--- config.mk ---
export PLATFORM = sky130hd
export DESIGN_NAME = ex_mem_reg
export DESIGN_NICKNAME = d
export VERILOG_FILES = /design/src/rtl/ex_mem_reg.sv
export SDC_FILE = /design/constraint.sdc
export NUM_CORES = 1
export LEC_CHECK = 0
export ABC_AREA = 1
export CAP_MARGIN = 0
export CORE_MARGIN = 1.5
export CORE_UTILIZATION = 43
export CTS_BUF_LIST = sky130_fd_sc_hd__clkbuf_2
export CTS_CLUSTER_SIZE = 20
export DETAILED_ROUTE_END_ITERATION = 8
export PLACE_DENSITY_LB_ADDON = 0.25
export SLEW_MARGIN = 20
export SYNTH_ARGS = -nofsm -noshare
export SYNTH_HDL_FRONTEND = slang
export SYNTH_SLANG_ARGS = --single-unit
export TNS_END_PERCENT = 30
--- constraint.sdc ---
create_clock -name clk -period 1.6 [get_ports clk]
set_input_delay 0.16 -clock clk [delete_from_list [all_inputs] [get_ports clk]]
set_output_delay 0.16 -clock clk [all_outputs]
set_load 0.01 [all_outputs]
--- src/rtl/ex_mem_reg.sv ---
// ex_mem_reg: EX/MEM pipeline register with branch resolution, illegal-control flag and taken-branch counter
module ex_mem_reg #(
  parameter int DATA_W = 32,
  parameter int CNT_W  = 16
) (
  input  logic              clk,
  input  logic              rst_n,
  input  logic              stall,
  input  logic              flush,
  input  logic              valid_in,
  input  logic              Branch_in,
  input  logic              MemRead_in,
  input  logic              MemWrite_in,
  input  logic              bne_in,
  input  logic              RegWrite_in,
  input  logic              MemtoReg_in,
  input  logic              zero_in,
  input  logic [DATA_W-1:0] alu_result_in,
  input  logic [DATA_W-1:0] write_data_in,
  input  logic [DATA_W-1:0] branch_target_in,
  input  logic [4:0]        rd_in,
  output logic              valid_out,
  output logic              Branch_out,
  output logic              MemRead_out,
  output logic              MemWrite_out,
  output logic              bne_out,
  output logic              RegWrite_out,
  output logic              MemtoReg_out,
  output logic              zero_out,
  output logic [DATA_W-1:0] alu_result_out,
  output logic [DATA_W-1:0] write_data_out,
  output logic [DATA_W-1:0] branch_target_out,
  output logic [4:0]        rd_out,
  output logic              PCSrc,
  output logic              ctrl_err,
  output logic [CNT_W-1:0]  taken_cnt
);
  assign PCSrc = valid_out & Branch_out & (bne_out ? ~zero_out : zero_out);
  always_ff @(posedge clk or negedge rst_n)
    if (!rst_n) begin
      valid_out         <= 1'b0;
      Branch_out        <= 1'b0;
      MemRead_out       <= 1'b0;
      MemWrite_out      <= 1'b0;
      bne_out           <= 1'b0;
      RegWrite_out      <= 1'b0;
      MemtoReg_out      <= 1'b0;
      zero_out          <= 1'b0;
      alu_result_out    <= '0;
      write_data_out    <= '0;
      branch_target_out <= '0;
      rd_out            <= '0;
      ctrl_err          <= 1'b0;
      taken_cnt         <= '0;
    end else begin
      if (flush) begin
        valid_out         <= 1'b0;
        Branch_out        <= 1'b0;
        MemRead_out       <= 1'b0;
        MemWrite_out      <= 1'b0;
        bne_out           <= 1'b0;
        RegWrite_out      <= 1'b0;
        MemtoReg_out      <= 1'b0;
        zero_out          <= 1'b0;
        alu_result_out    <= '0;
        write_data_out    <= '0;
        branch_target_out <= '0;
        rd_out            <= '0;
      end else if (!stall) begin
        valid_out         <= valid_in;
        Branch_out        <= valid_in & Branch_in;
        MemRead_out       <= valid_in & MemRead_in;
        // a simultaneous read+write keeps the read and drops the write
        MemWrite_out      <= valid_in & MemWrite_in & ~MemRead_in;
        bne_out           <= valid_in & bne_in;
        RegWrite_out      <= valid_in & RegWrite_in;
        MemtoReg_out      <= valid_in & MemtoReg_in;
        zero_out          <= zero_in;
        alu_result_out    <= alu_result_in;
        write_data_out    <= write_data_in;
        branch_target_out <= branch_target_in;
        rd_out            <= rd_in;
        ctrl_err          <= ctrl_err | (valid_in & MemRead_in & MemWrite_in);
      end
      if (PCSrc && !stall && taken_cnt != '1) taken_cnt <= taken_cnt + CNT_W'(1);
    end
endmodule

## Word level (Yosys, flattened, before mapping)

Index checks and enable logic that the tools add are counted.

| storage, ports and cells | value |
|---|---|
| logic and storage cells | 61 |
| bits of input ports | 113 |
| register bits after elaboration | 126 |
| output and inout bits | 127 |

| cells by class | value |
|---|---|
| add/sub/neg operators | 1 |
| mux-type cells | 25 |
| bitwise operators | 15 |
| reduce and logical (&&, ||, !) cells | 4 |
| eq/ne operators | 2 |

Operator list:

| kind | count |
|---|---|
| $mux W32 | 6 |
| $mux W1 | 17 |
| $add A16 B1 Y16 const B | 1 |
| $ne A16 B16 Y1 const B | 1 |
| $and A1 B1 Y1 | 10 |
| $mux W5 | 2 |
| $not A1 Y1 | 4 |
| $logic_and A1 B1 Y1 | 2 |
| $ne A2 B1 Y1 const B | 1 |
| $reduce_and A2 Y1 | 1 |
| $logic_not A1 Y1 | 1 |
| $or A1 B1 Y1 | 1 |

## Longest topological paths before layout

| depth | value |
|---|---|
| depth in word-level cells | 5 |
| gate-level depth with buffers | 9 |
| mapped depth without buffers | 9 |

## Worst setup path after synthesis

OpenSTA, ideal clock, no wires.

| timing path | value |
|---|---|
| path type | register to register |
| from | register taken_cnt[0] |
| to | register taken_cnt[13] |
| data arrival time | 1.385 ns |
| library setup time | 0.116 ns |
| path buffers | 1 |
| setup slack | 0.099 ns |
| stages on the path, launching flop included | 10 |
| clock period less this slack | 1.501 ns |
| data required time | 1.484 ns |
| cells stage by stage | dfrtp_1 ha_1 nand3_2 inv_2 nand2_4 nor2_4 nor2_4 buf_6 nand2_1 nand2_1 |

| on the way | value |
|---|---|
| cells in the longest elaborated chain, start to end | 2 |
| elaborated cells between the ends (all ways) | 3 |
| classes of those cells | add/sub (1); eq/ne (1); reduce/logical (1) |

Ends and longest elaborated chain:

| item | line | text |
|---|---|---|
| start, declared | 36 | `output logic [CNT_W-1:0] taken_cnt` |
| start signal, assigned | 85 | `if (PCSrc && !stall && taken_cnt != '1) taken_cnt <= taken_cnt + CNT_W'(1);` |
| parallel branches: the longest is 2 deep, another holds $add A16 B1 Y16 | n/a |  |

Parallel ways; which one is timed is not known.
A chain may end at the register's enable or synchronous reset.

## Final worst setup path

| timing path | value |
|---|---|
| from | register valid_out |
| to | output PCSrc |

| on the way | value |
|---|---|
| cells in the longest elaborated chain, start to end | 2 |

Ends and longest elaborated chain:

| item | line | text |
|---|---|---|
| start, declared | 22 | `output logic valid_out,` |
| start signal, assigned | 70 | `valid_out <= valid_in;` |
| $and A1 B1 Y1 (2 in series) | 38 | `assign PCSrc = valid_out & Branch_out & (bne_out ? ~zero_out : zero_out);` |
| end, declared | 34 | `output logic PCSrc,` |

No other way between the ends.

==> qor.yml <==
ys_seq_elements: 126
antenna_found_initial: 0
finalHoldViolations: 0
cp-start-kind: "flip-flop"
min_path_cells: 3
crit_path_end: "PCSrc"
syn_area_um2: 5370
tritoncts: "done"
p_clk_share_pct: 25.9
rsz0062_at_grt: "true"
power_density_nw_per_um2: 704
cts_buffers: 17
r2r-end: "taken_cnt[3]$_DFFE_PN0P_"
grt_pass1_wl_mm: 31.4
grt_pass1_vias: 6356
place_ws_ns: 0.153
portBuffers: 239
ff2ff_setup_slack_ns: -0.01
setup_viol: 2
finalCriticalPeriod_ns: 1.70
htreeDepth: 4
p_total_uw: 6690
violations: "negative setup slack"
synth_nets: 738
routabilityCongestion: 0.823
placed_area_um2: 8050
max-slew-margin-rel_pct: 66.8
worst_pin_slew_ns: 0.498
std_cell_rows: 40
fin_hold_ws_ns: 0.0807
place_hpwl_mm: 11.6
hp-class: "in -> reg"
pwr-share-seq_pct: 51.9
fin_area_um2: 9500
netSwitchingFraction_pct: 29.5
fin_ws_ns: -0.104
final_max_slew_viol_count: 0
yosysUniqueCellTypes: 25
dr.pass1.iters: 6
post-route-period-util_pct: 106
vias: 6314
yosysSeqAreaShare_pct: 58.8
power.leakage_uw: 0.00500
synth_cells: 624
cp.arrival_ns: 1.54
p_switching_uw: 1970
startpoint: "valid_out$_DFFE_PN0P_"
post-route-util_pct: 78.4
clk_latency_ns: 0.71
fin_skew_ns: 0.0215
vias_per_cell: 5.20
nNetsFinal: 1146
cts_sinks: 126
pwr-share-comb_pct: 22.2
initial_core_util_pct: 44.3
path_clk_slew_ns: 0.17
io_pins: 240
drt-initial-drc-count: 487
drt-wirelength-per-cell_um: 17.3
intPower_uw: 4720
syn_avg_cell_area_um2: 8.60
path_class: "reg -> out"
timing.fmax_mhz: 587
worstPathRequired_ns: 1.44
grt_usage_pct: 31.3
ant_nets: 0
routed_wl_mm: 21.0
cp_max_fo: 2
status: "finished with violations"
area_delta_synth_final_pct: 77.0
gr-total-overflow: 0
hold_path_startpoint: "valid_in"
fp.dieW_um: 115
grt_max_degree: 56
drive_gt1_share_pct: 23.7
drcViolationCount: 0
yosysWarnings: 0
ir_worst_vdd_mv: 0.384
coreArea_um2: 12100
design.die.area_um2: 13200
drv_cap: 0
r2r-start: "taken_cnt[0]$_DFFE_PN0P_"
clock_path_buffers: 2
die_h_um: 115
worstRegToRegCells: 10
end_kind: "output port"
clockRootBuffer: "clkbuf_2"
==> worst max-delay path, stage by stage, from the launching register on <==
cell and delay, ns:
dfrtp_1 0.40, nand2_1 0.06, inv_1 0.12, nand3_4 0.10, inv_2 0.07, buf_6 0.09
==> registers in the layout (all words and copies together) (netlist names), 5 cells and up <==
| name | count |
|---|---|
| alu_result_out | 32 |
| branch_target_out | 32 |
| rd_out | 5 |
| taken_cnt | 16 |
| write_data_out | 32 |
==> synth_stat cells <==
library cell | instances | area (um2)
inv_1 | 20 | 75.1
dfrtp_1 | 126 | 3150
clkbuf_1 | 17 | 63.8
a32o_1 | 3 | 30.0
nand3_2 | 1 | 10.0
nor2_1 | 17 | 63.8
o21ai_2 | 8 | 70.1
o21ai_0 | 4 | 20.0
nand3_1 | 113 | 566
buf_6 | 2 | 22.5
xnor2_1 | 3 | 26.3
o21ai_1 | 3 | 15.0
inv_2 | 2 | 7.51
ha_1 | 1 | 12.5
xor2_1 | 2 | 17.5
buf_1 | 5 | 18.8
nand2_4 | 1 | 11.3
nand2_2 | 4 | 25.0
nand2_1 | 268 | 1010
nor2_2 | 1 | 6.26
nand4_1 | 6 | 37.5
o21bai_1 | 1 | 7.51
o31ai_1 | 1 | 7.51
buf_2 | 12 | 60.1
nor2_4 | 3 | 33.8
==> final cells by class <==
class                      count  area [um2]
clock inverter                 9        70.1
tap                          168         210
antenna                        1        2.50
sequential                   126        3160
timing repair buffer         425        3790
clock buffer                  23         115
fill                         778        2610
multi-input combinational    440        2070
inverter                      22        82.6
==> worst min-delay path by stage <==
stage                                        end  slack, ns
2_1_floorplan             Branch_out$_DFFE_PN0P_      -0.14
3_3_place_gp   branch_target_out[31]$_DFFE_PN0P_       0.14
3_5_place_dp   branch_target_out[31]$_DFFE_PN0P_       0.15
4_1_cts                    valid_out$_DFFE_PN0P_       0.01
5_1_grt                    valid_out$_DFFE_PN0P_       0.03
6_report                   valid_out$_DFFE_PN0P_       0.08
==> cell usage in the layout (no fill, tap or decap), drive strengths merged <==
master | netlist | final
nand3 | 114 | 114
o21bai | 1 | 1
inv | 22 | 22
clkdlybuf4s50 | 0 | 110
dfrtp | 126 | 126
nor2 | 21 | 21
clkbuf | 17 | 106
nand2 | 273 | 273
nand4 | 6 | 6
ha | 1 | 1
xor2 | 2 | 2
bufinv | 0 | 1
clkdlybuf4s15 | 0 | 27
o21ai | 15 | 15
o31ai | 1 | 1
dlygate4sd3 | 0 | 111
clkinv | 0 | 8
a32o | 3 | 3
buf | 19 | 94
xnor2 | 3 | 3
diode | 0 | 1
==> what timing repair did <==
item                                    4_1_cts  5_1_grt
pin swaps                                     2        8
gates resized for setup                     285      131
endpoints found under the hold margin       244        0
setup buffers                                39       15
endpoints found under the setup margin      127      117
hold buffers                                112        0
gates cloned                                  0        4
==> through the flow <==
step / std cells / TNS (ns)
6_report: 1214 / -0.112
2_1_floorplan: 624 / 0
3_5_place_dp: 1013 / 0
5_1_grt: 1213 / -0.862
3_3_place_gp: 1013 / 0
4_1_cts: 1195 / -0.168
==> cell families after synthesis <==
family	share of synthesized area, %
buf+inv	4.62
simple gates	32.8
flops	58.8
compound gates	2.80
xor+xnor	0.816
fa+ha+maj	0.233
==> per-layer routing <==
metal	up-vias	track usage (%)	part of all wire, %
met4	0	17.2	5.0
met5	-	0	0
met2	338	55.5	53
met1	3065	33.8	34
li1	2816	-	-
met3	95	9.05	7.4
==> power by group through the flow <==
stage / clock, uW / combinational (uW) / sequential [uW]
after floorplan: 0 / 308 / 3600
after global placement: 0 / 1210 / 3520
after detailed placement: 0 / 1230 / 3530
after CTS: 1760 / 1470 / 3460
after global routing: 1910 / 1580 / 3490
final: 1730 / 1490 / 3470
No activity file was read; power rests on OpenSTA's default activity.
